**config.mk**
```make
export PLATFORM = sky130hd
export DESIGN_NAME = fifo_stream_reader
export DESIGN_NICKNAME = d
export VERILOG_FILES = /design/src/rtl/fifo_stream_pkg.sv /design/src/rtl/fifo_stream_skid.sv /design/src/rtl/fifo_stream_reader.sv
export SDC_FILE = /design/constraint.sdc
export NUM_CORES = 1
export LEC_CHECK = 0
export CAP_MARGIN = 0
export CELL_PAD_IN_SITES_DETAIL_PLACEMENT = 1
export CELL_PAD_IN_SITES_GLOBAL_PLACEMENT = 1
export CORE_ASPECT_RATIO = 0.7
export CORE_UTILIZATION = 46
export CTS_BUF_LIST = sky130_fd_sc_hd__clkbuf_4
export CTS_CLUSTER_SIZE = 25
export DETAILED_ROUTE_END_ITERATION = 8
export DONT_BUFFER_PORTS = 1
export PLACE_DENSITY_LB_ADDON = 0.1
export SLEW_MARGIN = 20
export SYNTH_ARGS = -nofsm -noshare
export SYNTH_HDL_FRONTEND = slang
export SYNTH_SLANG_ARGS = --single-unit
```
**constraint.sdc**
```tcl
create_clock -name rd_clk -period 2.2 [get_ports rd_clk]
set_input_delay 0.22 -clock rd_clk [delete_from_list [all_inputs] [get_ports rd_clk]]
set_output_delay 0.22 -clock rd_clk [all_outputs]
set_load 0.02 [all_outputs]
```
**src/rtl/fifo_stream_pkg.sv**
```systemverilog
// Shared types and constants for the FIFO stream reader and its output buffer.
package fifo_stream_pkg;

   typedef enum logic [1:0] {
      IDLE  = 2'd0,
      BURST = 2'd1,
      FLUSH = 2'd2
   } state_e;

   localparam int unsigned BUF_DEPTH    = 2;
   localparam int unsigned WORDS_READ_W = 16;
   localparam int unsigned OCC_W        = $clog2(BUF_DEPTH + 1);

   // True while buffered plus in-flight words leave room for one more returned word.
   function automatic logic has_credit(input logic [OCC_W-1:0] occ, input logic inflight);
      return ((OCC_W+1)'(occ) + (OCC_W+1)'(inflight)) < (OCC_W+1)'(BUF_DEPTH);
   endfunction

endpackage

```
**src/rtl/fifo_stream_skid.sv**
```systemverilog
// Two-entry output buffer: a head register driving the stream plus one holding slot.
module fifo_stream_skid
   import fifo_stream_pkg::*;
#(
   parameter int unsigned DATA_WIDTH = 8
) (
   input  logic                  clk,
   input  logic                  rst_n,
   input  logic                  s_valid_i,
   output logic                  s_ready_o,
   input  logic [DATA_WIDTH-1:0] s_data_i,
   input  logic                  s_last_i,
   output logic                  m_valid_o,
   input  logic                  m_ready_i,
   output logic [DATA_WIDTH-1:0] m_data_o,
   output logic                  m_last_o,
   output logic [OCC_W-1:0]      occ_o
);

   logic                  out_valid_q, out_valid_d;
   logic [DATA_WIDTH-1:0] out_data_q, out_data_d;
   logic                  out_last_q, out_last_d;
   logic                  hold_valid_q, hold_valid_d;
   logic [DATA_WIDTH-1:0] hold_data_q, hold_data_d;
   logic                  hold_last_q, hold_last_d;
   logic                  pop, push;

   assign s_ready_o = ~hold_valid_q;
   assign m_valid_o = out_valid_q;
   assign m_data_o  = out_data_q;
   assign m_last_o  = out_last_q;
   assign occ_o     = OCC_W'(out_valid_q) + OCC_W'(hold_valid_q);

   // Head only changes when empty or on a beat, so it stays stable under backpressure.
   always_comb begin
      out_valid_d  = out_valid_q;
      out_data_d   = out_data_q;
      out_last_d   = out_last_q;
      hold_valid_d = hold_valid_q;
      hold_data_d  = hold_data_q;
      hold_last_d  = hold_last_q;
      pop          = out_valid_q & m_ready_i;
      push         = s_valid_i & ~hold_valid_q;

      if (pop) begin
         if (hold_valid_q) begin
            out_data_d   = hold_data_q;
            out_last_d   = hold_last_q;
            hold_valid_d = 1'b0;
         end else begin
            out_valid_d = 1'b0;
         end
      end

      if (push) begin
         if (!out_valid_q || pop) begin
            out_valid_d = 1'b1;
            out_data_d  = s_data_i;
            out_last_d  = s_last_i;
         end else begin
            hold_valid_d = 1'b1;
            hold_data_d  = s_data_i;
            hold_last_d  = s_last_i;
         end
      end
   end

   always_ff @(posedge clk or negedge rst_n) begin
      if (!rst_n) begin
         out_valid_q  <= 1'b0;
         out_data_q   <= '0;
         out_last_q   <= 1'b0;
         hold_valid_q <= 1'b0;
         hold_data_q  <= '0;
         hold_last_q  <= 1'b0;
      end else begin
         out_valid_q  <= out_valid_d;
         out_data_q   <= out_data_d;
         out_last_q   <= out_last_d;
         hold_valid_q <= hold_valid_d;
         hold_data_q  <= hold_data_d;
         hold_last_q  <= hold_last_d;
      end
   end

endmodule

```
**src/rtl/fifo_stream_reader.sv**
```systemverilog
// Reads a FIFO in fixed-length bursts (or drains it on flush) and presents the words
// as a valid/ready stream through a two-entry buffer.
module fifo_stream_reader
   import fifo_stream_pkg::*;
#(
   parameter int unsigned DATA_WIDTH  = 8,
   parameter int unsigned DEPTH_WIDTH = 8,
   parameter int unsigned BURST_LEN   = 4
) (
   input  logic                    rd_clk,
   input  logic                    rd_rst_n,
   output logic                    fifo_rd_en,
   input  logic [DATA_WIDTH-1:0]   fifo_rd_data,
   input  logic                    fifo_rd_empty,
   input  logic [DEPTH_WIDTH:0]    fifo_rd_water_level,
   input  logic                    flush,
   output logic                    m_valid,
   input  logic                    m_ready,
   output logic [DATA_WIDTH-1:0]   m_data,
   output logic                    m_last,
   output logic                    busy,
   output logic [WORDS_READ_W-1:0] words_read,
   output logic                    underflow_err
);

   localparam int unsigned LVL_W = DEPTH_WIDTH + 1;

   state_e                  state_q, state_d;
   logic [LVL_W-1:0]        rem_q, rem_d;
   logic                    flush_pending_q, flush_pending_d;
   logic                    underflow_q, underflow_d;
   logic                    inflight_q, inflight_last_q;
   logic [WORDS_READ_W-1:0] words_read_q;
   logic                    rd_en_c, rd_last_c;
   logic                    skid_ready;
   logic [OCC_W-1:0]        occ;
   logic                    room;

   assign room = skid_ready & has_credit(occ, inflight_q);

   // Read strobe is gated by the live empty flag so no read is ever issued on empty.
   always_comb begin
      state_d         = state_q;
      rem_d           = rem_q;
      flush_pending_d = flush_pending_q | flush;
      underflow_d     = underflow_q;
      rd_en_c         = 1'b0;
      rd_last_c       = 1'b0;

      case (state_q)
         IDLE: begin
            if (flush_pending_q) begin
               state_d = FLUSH;
            end else if (fifo_rd_water_level >= LVL_W'(BURST_LEN)) begin
               state_d = BURST;
               rem_d   = LVL_W'(BURST_LEN);
            end
         end
         BURST: begin
            if (fifo_rd_empty && (rem_q != '0)) begin
               underflow_d = 1'b1;
            end
            if (!fifo_rd_empty && room && (rem_q != '0)) begin
               rd_en_c = 1'b1;
               rem_d   = rem_q - LVL_W'(1);
               if (rem_q == LVL_W'(1)) begin
                  rd_last_c = 1'b1;
                  state_d   = IDLE;
               end
            end
         end
         FLUSH: begin
            if (!fifo_rd_empty && room) begin
               rd_en_c = 1'b1;
            end else if (fifo_rd_empty && !inflight_q) begin
               state_d         = IDLE;
               flush_pending_d = flush;
            end
         end
         default: begin
            state_d = IDLE;
         end
      endcase
   end

   always_ff @(posedge rd_clk or negedge rd_rst_n) begin
      if (!rd_rst_n) begin
         state_q         <= IDLE;
         rem_q           <= '0;
         flush_pending_q <= 1'b0;
         underflow_q     <= 1'b0;
         inflight_q      <= 1'b0;
         inflight_last_q <= 1'b0;
         words_read_q    <= '0;
      end else begin
         state_q         <= state_d;
         rem_q           <= rem_d;
         flush_pending_q <= flush_pending_d;
         underflow_q     <= underflow_d;
         inflight_q      <= rd_en_c;
         inflight_last_q <= rd_last_c;
         if (rd_en_c) begin
            words_read_q <= words_read_q + WORDS_READ_W'(1);
         end
      end
   end

   fifo_stream_skid #(
      .DATA_WIDTH(DATA_WIDTH)
   ) u_skid (
      .clk       (rd_clk),
      .rst_n     (rd_rst_n),
      .s_valid_i (inflight_q),
      .s_ready_o (skid_ready),
      .s_data_i  (fifo_rd_data),
      .s_last_i  (inflight_last_q),
      .m_valid_o (m_valid),
      .m_ready_i (m_ready),
      .m_data_o  (m_data),
      .m_last_o  (m_last),
      .occ_o     (occ)
   );

   assign fifo_rd_en    = rd_en_c;
   assign busy          = (state_q != IDLE) || (occ != '0);
   assign words_read    = words_read_q;
   assign underflow_err = underflow_q;

endmodule

```
## After elaboration in Yosys (flattened, before gate mapping)

Index checks and enable logic that the tools add are counted.

- Bits of input ports: 22
- Output and inout bits: 29
- Logic and storage cells: 88
- Register bits after elaboration: 51

- Bitwise gates (word level): 6
- Reduce and logical (&&, ||, !) cells: 18
- Mux-type cells: 35
- Eq/ne operators: 10
- $lt $le $gt $ge: 2
- Add/sub/neg operators: 4

Operator list:

| kind | number |
|---|---|
| two-way mux 8 bit | 4 |
| two-way mux 9 bit | 3 |
| two-way mux 1 bit | 19 |
| case mux 9 bit (2 select lines) | 1 |
| adder 16 x 1 -> 16 bit (second input constant) | 1 |
| two-way mux 2 bit | 6 |
| != test 2 bit (second input constant) | 6 |
| equality test 9 x 1 -> 1 bit (second input constant) | 1 |
| >= comparator 9 x 3 -> 1 bit (second input constant) | 1 |
| nonzero test 9 bit | 1 |
| subtractor 9 x 1 -> 9 bit (second input constant) | 1 |
| case mux 2 bit (3 select lines) | 1 |
| nonzero test 2 bit | 3 |
| AND reduction 5 bit | 1 |
| logical AND 1 bit | 4 |
| AND reduction 2 bit | 2 |
| AND reduction 4 bit | 1 |
| adder 2 x 1 -> 3 bit | 1 |
| bitwise AND 1 bit | 3 |
| zero test 1 bit | 3 |
| less-than comparator 3 x 2 -> 1 bit (second input constant) | 1 |
| != test 3 bit (second input constant) | 1 |
| adder 1 x 1 -> 2 bit | 1 |
| equality test 2 x 1 -> 1 bit (second input constant) | 1 |
| other kinds (6) | 8 |

## Longest topological paths before layout

- Depth after elaboration: 8
- Depth in mapped cells: 8
- Gate-level depth less buffers: 7

## By module

Synthesis repeated with hierarchy kept, for this count alone.

- Cell total of the unflattened synthesis: 246
- Area total of the unflattened synthesis: 2,583.7 µm²

Modules (own cells, without submodules):

| module | cells each | area an instance (µm²) | instances | seq. area each (µm²) |
|---|---|---|---|---|
| fifo_stream_reader | 163 | 1,686.6 | 1 | 775.7 |
| fifo_stream_skid | 83 | 897.1 | 1 | 500.5 |

## Worst setup path before layout

No wires, ideal clock.

- Path type: reg-to-reg
- Start point: register u_skid.out_valid_q (netlist: u_skid.m_valid_o)
- End point: register rem_q[3]
- Path slack: -0.125 ns
- Stages on the path, launching flop included: 7
- Buffers on the path: 0
- Library setup time: 0.126 ns
- Period minus slack after synthesis: 2.325 ns
- Arrival: 2.199 ns
- Data required time: 2.074 ns
- Cell sequence: dfrtp_1 inv_1 ha_1 a2111o_1 a211oi_4 o21ai_2 a221o_1

- Longest elaborated chain between the ends: 8

RTL lines:

| item | line | RTL |
|---|---|---|
| start: declaration | fifo_stream_skid.sv:20 | `logic out_valid_q, out_valid_d;` |
| start signal: assignment | fifo_stream_skid.sv:77 | `out_valid_q <= out_valid_d;` |
| adder 1 x 1 -> 2 bit | fifo_stream_skid.sv:32 | `assign occ_o = OCC_W'(out_valid_q) + OCC_W'(hold_valid_q);` |
| adder 2 x 1 -> 3 bit | fifo_stream_pkg.sv:16 | `return ((OCC_W+1)'(occ) + (OCC_W+1)'(inflight)) < (OCC_W+1)'(BUF_DEPTH);` |
| less-than comparator 3 x 2 -> 1 bit | fifo_stream_pkg.sv:16 |  |
| bitwise AND 1 bit | fifo_stream_reader.sv:39 | `assign room = skid_ready & has_credit(occ, inflight_q);` |
| logical AND 1 bit (2 in a row) | fifo_stream_reader.sv:63 | `if (!fifo_rd_empty && room && (rem_q != '0)) begin` |
| != test 2 bit (no source line) | -- |  |
| AND reduction 4 bit (no source line) | -- |  |
| end signal: assignment | fifo_stream_reader.sv:97 | `rem_q <= rem_d;` |
| end: declaration | fifo_stream_reader.sv:29 | `logic [LVL_W-1:0] rem_q, rem_d;` |

Every way passes these cells.
A chain may end at the register's enable or synchronous reset.

## Worst setup path in the final report

- Start point: register u_skid.hold_valid_q
- End point: register rem_q[3]

- Longest elaborated chain between the ends: 8
- Elaborated cells on any way between the ends: 9
- Those cells by class: add/sub (2); order compare (1); eq/ne (1); bitwise (2); reduce/logical (3)

RTL lines:

| item | line | RTL |
|---|---|---|
| start: declaration | fifo_stream_skid.sv:23 | `logic hold_valid_q, hold_valid_d;` |
| start signal: assignment | fifo_stream_skid.sv:80 | `hold_valid_q <= hold_valid_d;` |
| adder 1 x 1 -> 2 bit | fifo_stream_skid.sv:32 |  |
| adder 2 x 1 -> 3 bit | fifo_stream_pkg.sv:16 |  |
| less-than comparator 3 x 2 -> 1 bit | fifo_stream_pkg.sv:16 |  |
| bitwise AND 1 bit * | fifo_stream_reader.sv:39 |  |
| logical AND 1 bit * (2 in a row) | fifo_stream_reader.sv:63 |  |
| != test 2 bit (no source line) * | -- |  |
| AND reduction 4 bit (no source line) * | -- |  |

Mark *: on every way between the ends. The rest lies on a longest branch, timed or not.

==> impl_metrics.csv <==
group,metric,value,unit
logic_synthesis,yosysSeqAreaShare,49.0,%
min_path,hp-start,"fifo_rd_empty",
clock_tree,cts_sinks,51,
global_routing,grt_pass1_wl,11000,microns
floorplan,die-area,5980,sq um
min_path,hold_depth,2,
logic_synthesis,ys_ff_latch,51,
floorplan,start_util,48.8,%
flow_run,drv_cap,0,
global_routing,first_global_vias,2207,
clock_tree,ctsLongestPathBuffers,2,
clock_tree,htreeDepth,2,
worst_setup_path,cp_num_buf_inv,1,
logic_synthesis,ys_warn_count,0,
drt,top_layer_used,"met4",
timing,fmax,449,MHz
worst_setup_path,required,2480,ps
clock_tree,clockRootBuffer,"clkbuf_4",
drt,first_pass_iters,4,
timing,finClkSkew,20.0,ps
drt,wl_met1,3030,microns
final_layout,fillers,565,
final_layout,multi_input_area,1350,sq um
timing,fin_ws,-28.0,ps
power,irDropWorstVdd,0.604,mV
timing,layout_min_cycle_time,2230,ps
logic_synthesis,synth_edf_count,0,
worst_setup_path,start_kind,"flip-flop",
clock_tree,numCtsBuffers,5,
global_routing,antenna_found_initial,0,
min_path,hold_end,"flush_pending_q",
timing,slew_headroom,59.7,%
drt,routed_wl,6910,microns
global_routing,gr-usage-all-layers,24.2,%
worst_setup_path,critical_path_class,"reg2reg",
worst_setup_path,critPathArrivalTime,2510,ps
final_layout,nets,307,
clock_tree,insertion_delay,390,ps
worst_setup_path,path_max_fanout,5,
logic_synthesis,synthFlopType,"dfrtp_1",
worst_setup_path,r2r_start,"u_skid.hold_valid_q",
drt,dr_wl_met2,3520,microns
place,io_buffers,0,
logic_synthesis,syn_area,2610,sq um
timing,fin_crit_sh,101,%
drt,drt_iter0_markers,71,
power,p_per_area,1200,nW/um^2
worst_setup_path,slowest_stage,"a2111o_1",
final_layout,diodes,0,
floorplan,num_rows,22,
floorplan,num_io_pins,51,
logic_synthesis,async_flop_share,100,%
drt,wl_met3,256,microns
clock_tree,cts_tree,"done",
drt,vias_per_cell,5.76,
logic_synthesis,avgSynthCellArea,11.3,sq um
logic_synthesis,syn_inst,230,
place,hpwl,4550,microns
final_layout,layout-drive-gt1-share,30.7,%
floorplan,coreArea,5340,sq um
worst_setup_path,reg2regPathDepth,6,
power,p_leak,1.42,nW
timing,worst_pin_slew,603,ps
place,gp_congestion,0.803,
floorplan,die_w,92.0,microns
logic_synthesis,synth_cell_types,51,
drt,wl_per_cell,19.8,microns
final_layout,synthToLayoutAreaGrowth,23.4,%
timing,tns,-37.9,ps
worst_setup_path,crit_path_max_incr_delay,540,ps
clock_tree,path_clk_slew,160,ps
worst_setup_path,critical_path.cell_chain,"inv_4, ha_4, a2111o_1, a211oi_4, o21ai_2, a221o_1",
min_path,hold_class,"in2reg",
worst_setup_path,r2r_slack,-30,ps
worst_setup_path,reg2reg_to,"rem_q[3]",
timing,setup_viol,3,
timing,final_hold_viol_count,0,
drt,final_antenna_net_count,0,
logic_synthesis,synth_fp_nets,261,
outcome,violations,"setup timing",
timing,slew_viol_final,0,
final_layout,regArea,1280,sq um
global_routing,grt_start_max_net_pins,52,
drt,vias,2010,
global_routing,grt.overflow.total,0,
worst_setup_path,cp-end-kind,"flip-flop",
timing,hold_slack,56.6,ps
worst_setup_path,cp_top_family,"compound AO/OA/AOI/OAI gates",
outcome,status,"finished with violations",
drt,drc,0,
timing,rsz0062_at_grt,"true",
floorplan,die_h,65.0,microns
-- worst max path at each step --
stage          slack (ps)    endpoint  depth (start not counted)                start
4_1_cts               0.9  fifo_rd_en                          6     u_skid.m_valid_o
3_3_place_gp           30    rem_q[3]                          6     u_skid.m_valid_o
3_5_place_dp          -60    rem_q[3]                          6     u_skid.m_valid_o
2_1_floorplan          20    rem_q[3]                          6     u_skid.m_valid_o
5_1_grt               -90    rem_q[4]                          8  u_skid.hold_valid_q
6_report              -30    rem_q[3]                          6  u_skid.hold_valid_q
-- report_power, final --
group,internal [W],switching (W)
combinational,0.000808,0.00102
sequential,0.00120,0.000375
clock,0.000129,0.000325
total,0.00214,0.00172
-- per-stage QoR --
step	total power, W	setup WS, ps	util [%]	instance area, sq um	cells
after global placement	0.00295	34.2	52.8	2820	315
after floorplan	0.00262	24.5	-	2620	230
after detailed placement	0.00308	-56.1	52.8	2820	315
after global routing	0.00409	-90.9	60.2	3220	349
final	0.00386	-28.0	60.2	3220	349
after CTS	0.00367	0.896	58.0	3100	344
-- synthesized netlist by cell type (2+ instances only) --
cell / number / area (sq um)
mux2i_1: 9 / 90.1
o21ai_1: 3 / 15.0
o311a_1: 2 / 20.0
nor2_1: 4 / 15.0
nand2_1: 30 / 113
nand3_1: 7 / 35.0
nor3_1: 6 / 30.0
inv_1: 12 / 45.0
mux2_4: 2 / 30.0
xnor2_1: 13 / 114
clkbuf_1: 2 / 7.51
a31oi_1: 3 / 18.8
dfrtp_1: 51 / 1280
nor4_1: 4 / 25.0
ha_1: 9 / 113
o21ai_0: 13 / 65.1
o2bb2ai_1: 2 / 17.5
a221o_1: 2 / 20.0
nand4_1: 8 / 50.1
xor2_1: 2 / 17.5
a21oi_1: 4 / 20.0
nand3_2: 2 / 20.0
nor2b_1: 2 / 12.5
mux2_2: 9 / 101
a31o_2: 2 / 17.5
nor3_2: 2 / 20.0
-- area by class of cell --
| class | count | area share, % |
|---|---|---|
| multi-input cells | 163 | 42.0 |
| flip-flops and latches | 51 | 39.8 |
| repair buffers | 42 | 11.7 |
| well taps | 72 | 2.80 |
| inverters | 13 | 1.67 |
| clock buffers | 5 | 1.17 |
| clock inverters | 3 | 0.778 |
-- routing by layer --
layer / track usage (%) / up-vias
li1: - / 923
met1: 31.8 / 1033
met2: 41.0 / 44
met3: 4.46 / 10
met4: 7.42 / 0
met5: 0 / -
-- registers in the layout, indices dropped and copies added, names as in the netlist --
signal / count
flush_pending_q: 1
inflight_last_q: 1
inflight_q: 1
rem_q: 9
state_q: 2
u_skid.hold_data_q: 8
u_skid.hold_last_q: 1
u_skid.hold_valid_q: 1
u_skid.m_data_o: 8
u_skid.m_last_o: 1
u_skid.m_valid_o: 1
underflow_err: 1
words_read: 16
-- worst register-to-register path, delay by kind of cell (launching register included) --
kind            cells  cell delay, ps
compound gates      4            1350
fa+ha+maj           1             220
buf+inv             1              90
flops               1             480
-- cell families after synthesis --
kind of cell	Yosys count	synth area share (%)
simple gates	77	17.7
flops	51	49.0
mux	20	8.50
xor+xnor	15	5.04
fa+ha+maj	9	4.32
buf+inv	16	2.30
compound gates	42	13.2
-- layout by cell type (no fill, tap or decap), types with 8 or more instances in the layout --
cell,instances
buf_4,26
dfrtp_1,47
dlygate4sd3_1,12
mux2i_1,9
nand4_1,8
xnor2_1,13
mux2_2,9
nand2_1,29
inv_1,9
o21ai_0,13
-- what timing repair did --
item                                    CTS  global route
hold buffers                             13             0
hold endpoints to repair                 70             0
buffers inserted                          8             5
pin swaps                                 3            13
endpoints found under the setup margin   15            14
resized for setup                         4            20
Note: power is estimated with default switching activity, not from simulation.
